## src/rtl/osc_cmp_arb.sv

```systemverilog
// Round-robin arbiter that multiplexes oscillation-channel compare requests onto one
// shared float subtract+compare pipeline, with a per-operation response timeout.
module osc_cmp_arb #(
  parameter int CH_NUM  = 4,
  parameter int TIMEOUT = 16
) (
  input  logic                   i_clk,
  input  logic                   i_rst,
  input  logic                   i_clr,
  input  logic [CH_NUM-1:0]      i_req,
  input  logic [32*CH_NUM-1:0]   i_max_data,
  input  logic [32*CH_NUM-1:0]   i_min_data,
  input  logic [32*CH_NUM-1:0]   i_thresh,
  output logic [31:0]            o_fp_a,
  output logic [31:0]            o_fp_b,
  output logic [31:0]            o_fp_thresh,
  output logic                   o_fp_valid,
  input  logic                   i_fp_result,
  input  logic                   i_fp_valid,
  output logic [CH_NUM-1:0]      o_ack,
  output logic                   o_result,
  output logic [CH_NUM-1:0]      o_timeout_err,
  output logic                   o_busy,
  output logic [1:0]             o_state
);

  localparam int         GW       = (CH_NUM > 1) ? $clog2(CH_NUM) : 1;
  localparam logic [7:0] CNT_LAST = 8'(TIMEOUT - 1);

  typedef enum logic [1:0] {
    ST_IDLE  = 2'd0,
    ST_ISSUE = 2'd1,
    ST_WAIT  = 2'd2,
    ST_DONE  = 2'd3
  } state_t;

  state_t            state_q, state_d;
  logic [GW-1:0]     rr_ptr_q, rr_ptr_d;
  logic [GW-1:0]     grant_q, grant_d;
  logic [31:0]       op_a_q, op_a_d;
  logic [31:0]       op_b_q, op_b_d;
  logic [31:0]       op_t_q, op_t_d;
  logic [7:0]        cnt_q, cnt_d;
  logic              result_q, result_d;
  logic [CH_NUM-1:0] err_q, err_d;

  logic [GW-1:0]     arb_idx, hi_idx, lo_idx;
  logic              hi_found;
  logic [CH_NUM-1:0] grant_oh;
  logic              wait_hit, wait_tmo;

  // Lowest requester at or above rr_ptr wins; otherwise wrap to the lowest requester.
  always_comb begin
    hi_found = 1'b0;
    hi_idx   = '0;
    lo_idx   = '0;
    for (int c = CH_NUM - 1; c >= 0; c--) begin
      if (i_req[c]) begin
        lo_idx = GW'(c);
        if (c >= int'(rr_ptr_q)) begin
          hi_idx   = GW'(c);
          hi_found = 1'b1;
        end
      end
    end
    arb_idx = hi_found ? hi_idx : lo_idx;
  end

  assign grant_oh = {{(CH_NUM-1){1'b0}}, 1'b1} << grant_q;
  assign wait_hit = (state_q == ST_WAIT) && i_fp_valid;
  // A response arriving on the last allowed cycle beats the timeout.
  assign wait_tmo = (state_q == ST_WAIT) && !i_fp_valid && (cnt_q == CNT_LAST);

  always_ff @(posedge i_clk) begin
    if (i_rst) begin
      state_q  <= ST_IDLE;
      rr_ptr_q <= '0;
      grant_q  <= '0;
      op_a_q   <= '0;
      op_b_q   <= '0;
      op_t_q   <= '0;
      cnt_q    <= '0;
      result_q <= 1'b0;
      err_q    <= '0;
    end else begin
      state_q  <= state_d;
      rr_ptr_q <= rr_ptr_d;
      grant_q  <= grant_d;
      op_a_q   <= op_a_d;
      op_b_q   <= op_b_d;
      op_t_q   <= op_t_d;
      cnt_q    <= cnt_d;
      result_q <= result_d;
      err_q    <= err_d;
    end
  end

  always_comb begin
    state_d = state_q;
    case (state_q)
      ST_IDLE:  if (|i_req) state_d = ST_ISSUE;
      ST_ISSUE: state_d = ST_WAIT;
      ST_WAIT:  if (wait_hit || wait_tmo) state_d = ST_DONE;
      ST_DONE:  state_d = ST_IDLE;
      default:  state_d = ST_IDLE;
    endcase
  end

  always_comb begin
    rr_ptr_d = rr_ptr_q;
    grant_d  = grant_q;
    op_a_d   = op_a_q;
    op_b_d   = op_b_q;
    op_t_d   = op_t_q;
    cnt_d    = cnt_q;
    result_d = result_q;
    err_d    = i_clr ? '0 : err_q;
    if (wait_tmo) err_d = err_d | grant_oh;
    case (state_q)
      ST_IDLE: begin
        if (|i_req) begin
          grant_d = arb_idx;
          op_a_d  = i_max_data[32*arb_idx +: 32];
          op_b_d  = i_min_data[32*arb_idx +: 32];
          op_t_d  = i_thresh[32*arb_idx +: 32];
        end
      end
      ST_ISSUE: cnt_d = '0;
      ST_WAIT: begin
        cnt_d = cnt_q + 8'd1;
        if (wait_hit)      result_d = i_fp_result;
        else if (wait_tmo) result_d = 1'b0;
      end
      ST_DONE: rr_ptr_d = (grant_q == GW'(CH_NUM - 1)) ? '0 : grant_q + 1'b1;
      default: ;
    endcase
  end

  always_comb begin
    o_fp_valid = (state_q == ST_ISSUE);
    o_ack      = (state_q == ST_DONE) ? grant_oh : '0;
    o_result   = (state_q == ST_DONE) && result_q;
    o_busy     = (state_q != ST_IDLE);
    o_state    = state_q;
  end

  assign o_fp_a        = op_a_q;
  assign o_fp_b        = op_b_q;
  assign o_fp_thresh   = op_t_q;
  assign o_timeout_err = err_q;

endmodule

```

## config.mk

```make
export PLATFORM = sky130hd
export DESIGN_NAME = osc_cmp_arb
export DESIGN_NICKNAME = d
export VERILOG_FILES = /design/src/rtl/osc_cmp_arb.sv
export SDC_FILE = /design/constraint.sdc
export NUM_CORES = 1
export LEC_CHECK = 0
export CORE_AREA = 2 2 196 198
export DETAILED_ROUTE_END_ITERATION = 10
export DIE_AREA = 0 0 198 200
export GPL_TIMING_DRIVEN = 1
export PLACE_DENSITY = 0.48
export SLEW_MARGIN = 20
export SYNTH_ARGS = -nofsm -noshare
export SYNTH_HDL_FRONTEND = slang
export SYNTH_SLANG_ARGS = --single-unit
```

## constraint.sdc

```tcl
create_clock -name i_clk -period 3.2 [get_ports i_clk]
set_input_delay 0.32 -clock i_clk [delete_from_list [all_inputs] [get_ports i_clk]]
set_output_delay 0.32 -clock i_clk [all_outputs]
set_load 0.01 [all_outputs]
```

After elaboration in Yosys (flattened, before gate mapping)
Index checks and enable logic that the tools add are counted.
Storage, ports and cells
  register bits: 115
  input bits: 393
  output and inout port bits: 109
  word-level logic and storage cells: 68
Operators by class
  add/subtract/negate cells: 2
  order comparisons: 3
  equal/unequal tests: 7
  shift-type cells: 4
  muxes and demuxes: 28
  bitwise operators: 1
  reduce and logical (&&, ||, !) cells: 14
Operators with widths (count)
  variable part select 128 x 8 -> 32 bit: 3
  2-to-1 mux 2 bit: 14
  one-hot mux 8 bit (2 select lines): 1
  2-to-1 mux 4 bit: 3
  2-to-1 mux 1 bit: 9
  adder 8 x 1 -> 8 bit, second input constant: 1
  equality test 8 x 4 -> 1 bit, second input constant: 1
  one-hot mux 2 bit (4 select lines): 1
  equality test 2 bit, second input constant: 3
  AND reduction 2 bit: 3
  nonzero test 2 bit: 3
  >= comparator 1 x 2 -> 1 bit, first input constant: 2
  logical AND 1 bit: 4
  bitwise OR 4 bit: 1
  OR reduction 4 bit: 1
  left shift 1 x 2 -> 4 bit, first input constant: 1
  adder 2 x 1 -> 2 bit, second input constant: 1
  equality test 2 x 1 -> 1 bit, second input constant: 1
  >= comparator 2 bit, first input constant: 1
  zero test 2 bit: 1
  != test 2 x 1 -> 1 bit, second input constant: 1
  != test 2 bit, second input constant: 1
  zero test 1 bit: 1
  logical OR 1 bit: 1

Depth between registers and ports, before layout
Gate-level depths: netlist of run 1.
  depth in word-level cells: 9
  depth in mapped cells: 9
  mapped depth without buffers: 7

Worst setup path before layout of run 1
No wires, ideal clock.
  kind: reg2reg
  from: register state_q[0] (netlist: o_state[0])
  to: register cnt_q[5]
  setup time: 70 ps
  arrival: 1707 ps
  required time: 3130 ps
  path slack: 1423 ps
  cell stages (with the launch flop): 7
  buffers on the path: 1
  clock period less this slack: 1777 ps
  path through: dfxtp_1 inv_1 ha_1 clkbuf_1 nand4_1 or3_1 a21oi_1
On the way
  word-level cells in the longest chain between the ends: 2
  elaborated cells between the ends (all ways): 4
  classes of those cells: eq/ne (2); mux (1); reduce/logical (1)
RTL lines
  start, declared: RTL line 37  | state_t state_q, state_d;
  start signal, assigned: RTL line 86  | state_q <= state_d;
  equality test 2 bit or equality test 2 x 1 -> 1 bit (tied branches): RTL line 119  | case (state_q)
  one-hot mux 8 bit (2 select lines) or nonzero test 2 bit (tied branches)
  end signal, assigned: RTL line 92  | cnt_q <= cnt_d;
  end, declared: RTL line 43  | logic [7:0] cnt_q, cnt_d;
Parallel ways exist; a longest one is shown, timed or not.
A chain may end at the register's enable or synchronous reset.

Worst setup path in the final report of run 1
  from: register state_q[1] (netlist: o_state[1])
  to: output o_ack[3]
On the way
  word-level cells in the longest chain between the ends: 2
RTL lines
  equality test 2 bit: RTL line 141  | o_ack = (state_q == ST_DONE) ? grant_oh : '0;
  2-to-1 mux 4 bit: RTL line 141
  end, declared: RTL line 20  | output logic [CH_NUM-1:0] o_ack,
No other way between the ends.

==> impl_metrics.ini, run 1 <==
[placement]
globalplace.congestion = 0.756
portBuffers = 501
place_hpwl_um = 23500

[floorplanning]
start_util_pct = 18.0
dieHeight_um = 200
die_area_um2 = 39600
die_w_um = 198
num_io_pins = 502
rows = 71
core-area_um2 = 37400

[cells_and_area]
mostFrequentLayoutCells = 501 x clkdlybuf4s50_1, 197 x mux2i_1, 115 x dfxtp_1
fin_util_pct = 34.5
area_growth_pct = 91.7
multi_input_area_um2 = 4030
layout_commonest_cell = clkdlybuf4s50_1
nNetsFinal = 1539
drive_gt1_share_pct = 8.20
antenna_cells = 0
seq_area_um2 = 2300
fillers = 3809

[critical_path]
cp-start-kind = flop
endpoint_kind = output port
cp.required_ps = 2880
critical_path.max_fanout = 7
critical_path_class = flop to output port
crit_arrival_ps = 1950

[routing]
dr.first_iter.drc_count = 221
antenna_left = 0
drc = 0
drt_first_pass_iters = 4
post_drt_wl_per_cell_um = 18.3
viasPerCell = 4.21
vias = 6988
routed_wl_um = 30400

[sta]
setup_viol = 0
final.period_utilization_pct = 71.1
rsz0062_at_grt = no
final.min_clock_period_ps = 2270
relSlewSlack_pct = 61.5
finClkSkew_ps = 9.98
maxSlewViolCount = 0
hold_viol_final = 0
tns_ps = 0
fmax_ghz = 0.440
tightest_slew_ps = 577

[synth]
synthDistinctLibCells = 35
syn_area_per_cell_um2 = 10.2
yosysWarnings = 0
syn_nets = 1059
ys_seq_area_share_pct = 34.2
synth_cells = 656
synthesis.area_um2 = 6720
ys_ff_latch = 115

[clock_network]
cts_hold_buf = 0
htreeDepth = 4
cts_tree = yes
clk_latency_ps = 430
ctsResizeCount = 0
ctsLongestPathBuffers = 2
numCtsBuffers = 17
cts_sinks = 115
cts.reportedPaths.clkPinSlew_ps = 60
post-cts-setup-buffers = 0
clockRootBuffer = clkbuf_16

[global_route]
grt_pass1_vias = 7077
grt_overflow = 0
antenna_found_initial = 2
grt_pass1_wl_um = 42900
grt_max_degree = 70
grt_util_all_layers_pct = 14.6

[run_status]
status = complete, no violations

[pwr]
peakVddDrop_mv = 0.359
power_density_nw_per_um2 = 578
p_total_uw = 7460
p_leak_uw = 0.00455

[run]
maxCapViolCount = 0

[hold_path]
min_path_type = flop to flop
## state kept, by name, summed over array words and instances, names as in the netlist
name           flops
o_state            2
cnt_q              8
rr_ptr_q           2
o_fp_thresh       32
o_fp_a            32
result_q           1
grant_q            2
o_fp_b            32
o_timeout_err      4
## cell usage after synthesis (all sizes together)
cell    count  share of area (%)
inv         9               0.50
and3        1              0.093
xor2        4               0.52
or3         3               0.28
nor2       16               0.89
a21o        1               0.11
nand2     102                5.7
dfxtp     115                 34
clkbuf      7               0.39
nor3        1               0.15
nand3       2               0.15
nor4        1              0.093
mux2i     197                 29
nand3b      2               0.22
and2        5               0.47
nand4b      1               0.13
a221oi      2               0.35
o221ai     96                 16
nand4       3               0.28
nor2b       5               0.47
o21ai       4               0.30
a21oi      13                1.0
buf        48                5.3
a22o        1               0.13
ha         10                1.9
nand2b      7               0.69
## worst max-delay path: stages, from the launching register on
cell             delay (ps)
dfxtp_1                 410
ha_1                    360
and2_1                  190
clkdlybuf4s50_1         570
## layout make-up
class / count / area share, %
clock buffers: 20 / 3.54
clock inverters: 10 / 1.41
inverters: 9 / 0.262
multi-input cells: 477 / 31.3
flip-flops and latches: 115 / 17.9
well taps: 511 / 4.96
repair buffers: 516 / 40.7
## power breakdown
| group | internal [uW] | leakage [uW] | total [uW] | switching (uW) |
|---|---|---|---|---|
| clock | 1410 | 0.000312 | 2140 | 730 |
| sequential | 1870 | 0.000947 | 2110 | 245 |
| combinational | 1770 | 0.00329 | 3200 | 1430 |
| total | 5050 | 0.00455 | 7460 | 2410 |
## routing by layer
metal	up-vias	wire length [um]	GRT usage, %
li1	3432	-	-
met1	3219	12000	16.6
met2	298	15200	25.6
met3	35	2500	4.84
met4	4	615	5.18
met5	-	26	0
## path summary, 6_finish.rpt
check	slack, ps	endpoint	cells after the start	from
hold reg to reg	460	o_fp_thresh[9]	2	o_fp_thresh[9]
setup reg to reg	1120	o_fp_b[25]	7	rr_ptr_q[1]
setup / recovery	930	o_ack[3]	3	o_state[1]
hold / removal	460	o_fp_thresh[9]	2	o_fp_thresh[9]
## metrics by stage
stage | hold WS, ps | worst slack [ps] | std cells | area (um^2)
floorplan | 389 | 1420 | 656 | 6720
global placement | 443 | 661 | 1628 | 12200
detailed placement | 446 | 666 | 1628 | 12200
CTS | 461 | 850 | 1658 | 12900
global route | 486 | 780 | 1658 | 12900
finish | 460 | 926 | 1658 | 12900
## logic make-up (layout without fill, tap and decap cells)
kind of cell / after synthesis / count (layout) / synth area share [%]
mux: 197 / 197 / 29.3
simple gates: 149 / 149 / 9.60
compound gates: 117 / 117 / 18.2
flops: 115 / 115 / 34.2
buf+inv: 64 / 555 / 6.20
fa+ha+maj: 10 / 10 / 1.86
xor+xnor: 4 / 4 / 0.521
No activity file was read; power rests on OpenSTA's default activity.
==> inputs of run 2 (changes only) <==
PLACE_DENSITY = 0.5   (was 0.48)
clock period = 1.9 ns   (was 3.2 ns; I/O delays follow)
==> run 2 against run 1 <==
- critical path depth increased by 4
- global-route usage is essentially flat
- largest power group unchanged
- total power rose by 65%
- critical endpoint is now o_fp_b[19]
==> impl_metrics.ini, run 2 (same netlist as run 1, synthesis figures left out) <==
[sta]
rsz0062_at_grt = no
relSlewSlack_pct = 66.1
finClkSkew_ps = 8.48
fmax_ghz = 0.545
hold_viol_final = 0
maxSlewViolCount = 0
setup_viol = 0
final.min_clock_period_ps = 1840
fin_ws_ps = 64.2
final.period_utilization_pct = 96.6
tightest_slew_ps = 504
tns_ps = 0

[clock_network]
cts_sinks = 115
ctsLongestPathBuffers = 2
cts.reportedPaths.clkPinSlew_ps = 60
htreeDepth = 4
numCtsBuffers = 17
post-cts-setup-buffers = 0
cts_tree = yes
ctsResizeCount = 11
cts_hold_buf = 0
clk_latency_ps = 430
clockRootBuffer = clkbuf_16

[critical_path]
critical_path.max_fanout = 17
cp-start-kind = flop
crit_slowest_cell = dfxtp_1
crit_arrival_ps = 2140
cp.required_ps = 2200
crit_chain = nand2b_1 -> a21oi_1 -> a21oi_4 -> buf_12 -> buf_4 -> mux2i_2 -> o221ai_1
critical_path_class = flop to flop
endpoint_kind = flop
slowest_delay_ps = 390

[cells_and_area]
seq_area_um2 = 2310
nNetsFinal = 1572
multi_input_area_um2 = 4050
antenna_cells = 0
mostFrequentLayoutCells = 495 x clkdlybuf4s50_1, 196 x mux2i_1, 112 x dfxtp_1
area_growth_pct = 95.1
layout_commonest_cell = clkdlybuf4s50_1
fillers = 3856
drive_gt1_share_pct = 11.4
fin_area_um2 = 13100

[placement]
globalplace.congestion = 0.756
preCtsSetupSlack_ps = -353
placed_cell_area_um2 = 12500
place_hpwl_um = 23900
portBuffers = 501

[hold_path]
min_path_type = input pin to flop

[global_route]
grt_max_degree = 51
grt_pass1_vias = 7426
grt_overflow = 0
grt_util_all_layers_pct = 14.6
antenna_found_initial = 1
grt_pass1_wl_um = 43200

[routing]
post_drt_wl_per_cell_um = 17.9
antenna_left = 0
vias = 7098
dr.first_iter.drc_count = 185
drt_first_pass_iters = 4
viasPerCell = 4.19
routed_wl_um = 30200
drc = 0

[floorplanning]
dieHeight_um = 200
rows = 71
num_io_pins = 502
die_area_um2 = 39600
start_util_pct = 18.0
core-area_um2 = 37400
die_w_um = 198

[pwr]
power_density_nw_per_um2 = 936
p_leak_uw = 0.00469
peakVddDrop_mv = 0.593

[run]
maxCapViolCount = 0

[run_status]
status = complete, no violations
## run 2: through the flow
step / total power, uW / utilization [%] / hold WS, ps / instances
6_report: 12300 / 35.1 / 389 / 1693
5_1_grt: 13000 / 35.1 / 408 / 1693
4_1_cts: 12500 / 35.0 / 366 / 1693
3_5_place_dp: 9290 / 33.5 / 446 / 1661
3_3_place_gp: 9290 / 33.5 / 444 / 1661
2_1_floorplan: 6100 / - / 259 / 656
## run 2: report_power, final
part	internal [uW]	switching, uW	leakage [uW]
clock network	1780	1290	0.000250
registers	3150	435	0.000948
logic	3160	2450	0.00349
## run 2: critical path: cells and delay by family, from the launching register on
kind	cells	cell delay, ps
buf+inv	2	440
mux	1	290
simple gates	1	150
compound gates	3	410
flops	1	390
## run 2: layout make-up
type | count | share of cell area (%)
Clock buffer | 18 | 3.27
Clock inverter | 14 | 0.887
Inverter | 9 | 0.258
Multi-Input combinational cell | 477 | 30.9
Sequential cell | 115 | 17.6
Tap cell | 511 | 4.87
Timing Repair Buffer | 549 | 42.2
## run 2: final timing paths
kind / startpoint / endpoint / slack [ps] / cells after the start
worst min-delay path: i_fp_result / result_q / 390 / 3
worst max-delay path: rr_ptr_q[0] / o_fp_b[19] / 60 / 7
worst min register to register: o_fp_thresh[1] / o_fp_thresh[1] / 460 / 2
worst max register to register: rr_ptr_q[0] / o_fp_b[19] / 60 / 7
## run 2: layer usage
layer  share of wire [%]  up-vias  global-route usage, %
li1                    -     3504                      -
met1                  40     3276                   16.5
met2                  50      295                   25.6
met3                 9.0       21                   5.65
met4                 1.3        2                   3.95
met5               0.040        -                      0
